### src/rtl/periph_bus_arbiter.sv
// Two-master round-robin arbiter for a single-ported peripheral slave.
// Grants are registered; responses are steered back combinationally, and a hung slave is aborted after TIMEOUT cycles.
module periph_bus_arbiter #(
  parameter int unsigned TIMEOUT  = 16,
  parameter logic [31:0] ERR_DATA = 32'hDEADBEEF
) (
  input  logic        clk,
  input  logic        reset,
  input  logic        m0_read,
  input  logic        m0_write,
  input  logic [31:0] m0_address,
  input  logic [31:0] m0_write_data,
  output logic [31:0] m0_read_data,
  output logic        m0_response,
  output logic        m0_error,
  input  logic        m1_read,
  input  logic        m1_write,
  input  logic [31:0] m1_address,
  input  logic [31:0] m1_write_data,
  output logic [31:0] m1_read_data,
  output logic        m1_response,
  output logic        m1_error,
  output logic        s_read,
  output logic        s_write,
  output logic [31:0] s_address,
  output logic [31:0] s_write_data,
  input  logic [31:0] s_read_data,
  input  logic        s_response
);

  typedef enum logic [1:0] {
    IDLE    = 2'd0,
    BUSY_M0 = 2'd1,
    BUSY_M1 = 2'd2
  } state_e;

  localparam logic [7:0] CNT_LAST = 8'(TIMEOUT - 1);

  state_e     state_q, state_d;
  logic       last_q, last_d;
  logic [7:0] cnt_q, cnt_d;
  logic       m0_req_s, m1_req_s;
  logic       expire_s;

  assign m0_req_s = m0_read | m0_write;
  assign m1_req_s = m1_read | m1_write;

  // Expiry depends only on registered state, so gating the strobes with it
  // cannot loop back through a combinational slave response.
  assign expire_s = ((state_q == BUSY_M0) || (state_q == BUSY_M1)) && (cnt_q == CNT_LAST);

  // State, round-robin history and wait counter.
  always_ff @(posedge clk or negedge reset) begin
    if (!reset) begin
      state_q <= IDLE;
      last_q  <= 1'b1;
      cnt_q   <= 8'd0;
    end else begin
      state_q <= state_d;
      last_q  <= last_d;
      cnt_q   <= cnt_d;
    end
  end

  // Next-state: arbitration in IDLE, completion/timeout in BUSY.
  always_comb begin
    state_d = state_q;
    last_d  = last_q;
    cnt_d   = cnt_q;
    case (state_q)
      IDLE: begin
        cnt_d = 8'd0;
        if (m0_req_s && m1_req_s) begin
          state_d = last_q ? BUSY_M0 : BUSY_M1;
        end else if (m0_req_s) begin
          state_d = BUSY_M0;
        end else if (m1_req_s) begin
          state_d = BUSY_M1;
        end else begin
          state_d = IDLE;
        end
      end
      BUSY_M0: begin
        if (s_response || expire_s) begin
          state_d = IDLE;
          last_d  = 1'b0;
          cnt_d   = 8'd0;
        end else begin
          cnt_d = cnt_q + 8'd1;
        end
      end
      BUSY_M1: begin
        if (s_response || expire_s) begin
          state_d = IDLE;
          last_d  = 1'b1;
          cnt_d   = 8'd0;
        end else begin
          cnt_d = cnt_q + 8'd1;
        end
      end
      default: begin
        state_d = IDLE;
        cnt_d   = 8'd0;
      end
    endcase
  end

  // Outputs: forward the owning master to the slave and route its response back.
  always_comb begin
    s_read       = 1'b0;
    s_write      = 1'b0;
    s_address    = 32'd0;
    s_write_data = 32'd0;
    m0_response  = 1'b0;
    m0_error     = 1'b0;
    m0_read_data = 32'd0;
    m1_response  = 1'b0;
    m1_error     = 1'b0;
    m1_read_data = 32'd0;
    case (state_q)
      BUSY_M0: begin
        s_read       = m0_read & ~expire_s;
        s_write      = m0_write & ~expire_s;
        s_address    = m0_address;
        s_write_data = m0_write_data;
        if (s_response) begin
          m0_response  = 1'b1;
          m0_read_data = s_read_data;
        end else if (expire_s) begin
          m0_response  = 1'b1;
          m0_error     = 1'b1;
          m0_read_data = m0_read ? ERR_DATA : 32'd0;
        end else begin
          m0_response  = 1'b0;
        end
      end
      BUSY_M1: begin
        s_read       = m1_read & ~expire_s;
        s_write      = m1_write & ~expire_s;
        s_address    = m1_address;
        s_write_data = m1_write_data;
        if (s_response) begin
          m1_response  = 1'b1;
          m1_read_data = s_read_data;
        end else if (expire_s) begin
          m1_response  = 1'b1;
          m1_error     = 1'b1;
          m1_read_data = m1_read ? ERR_DATA : 32'd0;
        end else begin
          m1_response  = 1'b0;
        end
      end
      default: begin
        s_read = 1'b0;
      end
    endcase
  end

endmodule

### config.mk
export PLATFORM = sky130hd
export DESIGN_NAME = periph_bus_arbiter
export DESIGN_NICKNAME = d
export VERILOG_FILES = /design/src/rtl/periph_bus_arbiter.sv
export SDC_FILE = /design/constraint.sdc
export NUM_CORES = 1
export LEC_CHECK = 0
export BUFFER_PORTS_ARGS = -buffer_cell sky130_fd_sc_hd__buf_2
export CAP_MARGIN = 25
export CORE_AREA = 2 2 118 120
export CTS_CLUSTER_DIAMETER = 120
export CTS_CLUSTER_SIZE = 12
export DETAILED_ROUTE_END_ITERATION = 10
export DIE_AREA = 0 0 120 122
export REMOVE_ABC_BUFFERS = 1
export SYNTH_ARGS = -nofsm -noshare
export SYNTH_HDL_FRONTEND = slang
export SYNTH_SLANG_ARGS = --single-unit
### constraint.sdc
create_clock -name clk -period 2.09 [get_ports clk]
set_input_delay 0 -clock clk [delete_from_list [all_inputs] [get_ports clk]]
set_output_delay 0 -clock clk [all_outputs]
set_load 0.05 [all_outputs]
Word-level counts from Yosys, hierarchy flattened:

Index checks and enable logic that the tools add are counted.

* magnitude comparators: 0
* $add $sub $neg: 1
* div/mod/pow operators: 0
* eq/ne operators: 6
* bitwise gates (word level): 7
* multipliers: 0
* multiplexer cells: 30
* reduce and logical (&&, ||, !) cells: 8
* shifts and indexed selects: 0

Operators with widths (number)
* $mux 32: 8
* $pmux 32 s2: 2
* $mux 8: 2
* $mux 2: 5
* $mux 1: 9
* $add 8x1->8 const B: 1
* $eq 8x4->1 const B: 1
* $ne 2x1->1 const B: 3
* $pmux 1 s2: 3
* $and 1x1->1: 4
* $pmux 2 s2: 1
* $reduce_and 3->1: 1
* $eq 2x1->1 const B: 1
* $eq 2x2->1 const B: 1
* $logic_and 1x1->1: 2
* $logic_not 2->1: 1
* $logic_or 1x1->1: 2
* $or 1x1->1: 2
* $reduce_bool 2->1: 1
* $reduce_or 2->1: 1
* $not 1->1: 1

* flip-flop bits (word level): 11
* bits in writable memories: 0
* bits in latches: 0
* ROM bits: 0
* memories: 0

Depth between registers and ports, before layout:

* depth in word-level cells: 6
* mapped depth: 7
* mapped depth without buffers: 6

Worst setup path before layout:

OpenSTA, ideal clock, no wires.

* path kind: reg2out
* start: register state_q[0]
* end: output port m1_error
* data arrival time: 2.337 ns
* cell stages (with the launch flop): 6
* path buffers: 0
* setup slack: -0.247 ns
* cells stage by stage: dfrtp_1 inv_1 ha_1 nor3b_4 nand3_1 nor3b_1

* word-level cells in the longest chain between the ends: 6
* elaborated cells between the ends (all ways): 7
* classes of those cells: eq/ne (2); mux (3); reduce/logical (2)

Ends and longest elaborated chain
* start: declaration: line 39 `state_e state_q, state_d;`
* start signal: assignment: line 59 `state_q <= state_d;`
* $eq 2x1->1 / $eq 2x2->1 (equally long branches): line 50, 120
* $logic_or 1x1->1: line 50 `assign expire_s = ((state_q == BUSY_M0) || (state_q == BUSY_M1)) && (cnt_q == CNT_LAST);`
* $logic_and 1x1->1: line 50
* $mux 1: line 145 `end else if (expire_s) begin`
* $mux 1: line 142 `if (s_response) begin`
* $mux 1 *: line 120 `case (state_q)`
* end: declaration: line 22 `output logic m1_error,`

Every way passes the cells marked *; elsewhere a longest branch is shown, timed or not.

Worst setup path in the final report:

* start: register state_q[0]
* end: output port m0_read_data[0]

* word-level cells in the longest chain between the ends: 6
* elaborated cells between the ends (all ways): 7
* classes of those cells: eq/ne (2); mux (3); reduce/logical (2)

Ends and longest elaborated chain
* $eq 2x1->1 / $eq 2x2->1 (equally long branches): line 50, 120
* $logic_or 1x1->1: line 50
* $logic_and 1x1->1: line 50
* $mux 32: line 129 `end else if (expire_s) begin`
* $mux 32: line 126 `if (s_response) begin`
* $mux 32 *: line 120
* end: declaration: line 13 `output logic [31:0] m0_read_data,`

Marks and branches as above.

==> results.py <==
metrics = {
    "run_status": {
        "status": "complete, no violations",
    },
    "cts": {
        "clkTransAtPathRegs_ns": 0.04,
        "cts_max_path_buffers": 2,
        "cts_max_level": 1,
        "insertion_delay_ns": 0.24,
        "clock_sink_count": 11,
        "cts_tree": "built",
        "root_buffer": "clkbuf_16",
        "numCtsBuffers": 3,
        "cts_setup_buffers": 0,
    },
    "layout": {
        "fin_nets": 771,
        "syn2layout_area_growth_pct": 107,
        "final_core_util_pct": 29.7,
        "drive_gt1_share_pct": 55.6,
        "final_common_cell": "buf_2",
        "final_cell_mix": "buf_2, nor2_1, a22oi_1",
    },
    "sta": {
        "whs_ns": 0.142,
        "worstMarginPinSlew_ns": 0.728,
        "setup_viol": 0,
        "drv_slew": 0,
        "slew_headroom_pct": 51.2,
        "fmax_ghz": 0.495,
        "post-route-period-util_pct": 96.7,
        "rsz0062_at_grt": "yes",
        "skew_ns": 0.000603,
        "min_period_ns": 2.02,
        "finalHoldViolations": 0,
    },
    "power_and_ir_drop": {
        "ir_drop_v": 0.000418,
        "power_density_nw_per_um2": 1380,
        "leakage_nw": 2.28,
    },
    "worst_setup_path": {
        "crit_slowest_cell": "dfrtp_1",
        "reg2reg_depth": 6,
        "crit_chain": "inv_1 > ha_4 > nor3b_4 > a41o_2 > nand2_8 > nor2_1 > buf_6",
        "cp_max_fo": 24,
        "startpoint_type": "flip-flop",
        "rr_endpoint": "state_q[0]",
        "required_ns": 2.09,
        "arrival_ns": 2.02,
        "reg2reg_from": "state_q[0]",
        "slowest_delay_ns": 0.36,
        "path_class": "reg -> out",
        "worstSetupEndpointType": "output port",
        "rrSetupSlack_ns": 0.32,
    },
    "drt": {
        "vias": 3436,
        "first_iter_violations": 241,
        "drc_errors": 0,
        "drt-total-wl_um": 11300,
        "ant_nets": 0,
        "dr.pass1.iters": 4,
        "routed_via_density": 4.41,
        "post_drt_wl_per_cell_um": 14.5,
    },
    "global_routing": {
        "grt_pass1_vias": 2911,
        "grt_overflow": 0,
        "track_usage_pct": 12.9,
        "grt_pass1_wl_um": 15200,
        "grt_max_degree": 66,
        "antenna_found_initial": 1,
    },
    "synth": {
        "synth_xor_xnor_area_share_pct": 2.71,
        "ys_ff_latch": 11,
        "synth-simple-area-share_pct": 41.0,
        "synth_top_family_by_area": "simple AND/OR/NAND/NOR gates",
        "ys.warnings.count": 0,
        "yosysSeqAreaShare_pct": 14.2,
        "avgSynthCellArea_um2": 6.11,
        "yosys.area_share.adder_pct": 2.58,
        "muxShareOfSynthArea_pct": 2.06,
        "yosysUniqueCellTypes": 29,
        "synth_area_um2": 1940,
        "synth_compound_area_share_pct": 27.6,
        "syn_inst": 318,
    },
    "floorplanning": {
        "io_pins": 301,
        "die_area_um2": 14600,
        "rows": 43,
        "core_area_um2": 13500,
        "start_util_pct": 14.4,
        "die_w_um": 120,
        "die_y_um": 122,
    },
    "min_path": {
        "hold_class": "in -> reg",
        "hold_path_end": "state_q[1]",
        "hold_start": "m0_write",
        "min_delay_path_depth": 4,
    },
    "run": {
        "maxCapViolCount": 0,
    },
    "placed_design": {
        "place_congestion": 0.792,
        "io_buffers": 300,
        "dp_hpwl_um": 8960,
    },
}
-- through the flow --
step           power, W  setup TNS, ns  setup WS [ns]  cell area (um^2)  instances
3_5_place_dp    0.00493              0          0.255              3600        773
5_1_grt         0.00583         -0.508        -0.0472              4010        779
3_3_place_gp    0.00495              0          0.305              3600        773
2_1_floorplan   0.00363         -94.75          -1.04              1770        285
4_1_cts         0.00531              0        0.00707              3690        778
6_report        0.00552              0         0.0698              4010        780
-- cells in the mapped netlist (all sizes together) --
master  count  area share, %
nor2      148             29
a22oi      64             25
and3       19            6.1
clkbuf     17            3.3
buf        16            5.4
dfrtp      10             13
nand3       6            1.8
inv         5           0.97
ha          4            2.6
mux2i       4            2.1
xor2        4            1.8
nand2       3            1.4
nor3b       3            1.7
a41o        2            1.2
nor2b       2           0.64
xnor2       2           0.90
a211oi      1           0.39
a21oi       1           0.26
a31oi       1           0.32
clkinv      1           0.19
dfstp       1            1.4
nand2b      1           0.32
nand3b      1           0.39
o21ai       1           0.26
o221ai      1           0.45
-- registers in the layout, indices dropped and copies added (netlist names) --
register,flops
state_q,2
cnt_q,8
last_q,1
-- final cells by class --
cell class	count	area (um^2)
clock buffers	4	78.8
well taps	180	225
multi-input cells	269	1570
repair buffers	309	1840
fillers	1484	9490
inverters	6	22.5
diodes	1	2.50
flip-flops and latches	11	277
-- cells by family (layout without fill, tap and decap cells) --
family                     count (synthesis)  after routing
and+or+nand+nor                          183            184
AOI/OAI and AO/OA                         71             71
buffers and inverters                     39            319
DFF                                       11             11
xor gates and xnor gates                   6              6
adders and majority gates                  4              4
muxes                                      4              4
other                                      0              1
-- power by group --
part	switching [W]	internal, W	total (W)	leakage [nW]
combinational	0.00359	0.00129	0.00488	2.10
clock	0.0000960	0.000256	0.000352	0.0382
sequential	0.0000305	0.000260	0.000291	0.147
total	0.00371	0.00180	0.00552	2.28
-- timing repair --
item	CTS	global route
hold buffers	1	0
setup endpoints to repair	1	50
hold endpoints to repair	11	0
resized for setup	1	140
gates cloned	0	1
-- worst max-delay path by stage --
stage,startpoint,endpoint,cells past startpoint
after floorplan,state_q[0],m1_error,3
after global placement,state_q[0],m0_read_data[2],7
after detailed placement,state_q[0],m0_read_data[26],7
after CTS,state_q[0],m0_read_data[2],7
after global routing,state_q[1],m1_read_data[25],7
final,state_q[0],m0_read_data[0],7
-- metal layers --
metal | wire length (um) | track usage, % | up-vias
met4 | 52 | 1.40 | 0
met1 | 4510 | 17.0 | 1555
met3 | 1210 | 3.00 | 7
met2 | 5530 | 22.1 | 209
met5 | 0 | 0 | -
li1 | - | - | 1665
-- critical path: cells and delay by family (launching register included) --
family	cells	cell delay (ns)
and+or+nand+nor	3	0.56
DFF	1	0.36
AOI/OAI and AO/OA	1	0.29
buffers and inverters	2	0.28
adders and majority gates	1	0.28
Note: power is estimated with default switching activity, not from simulation.
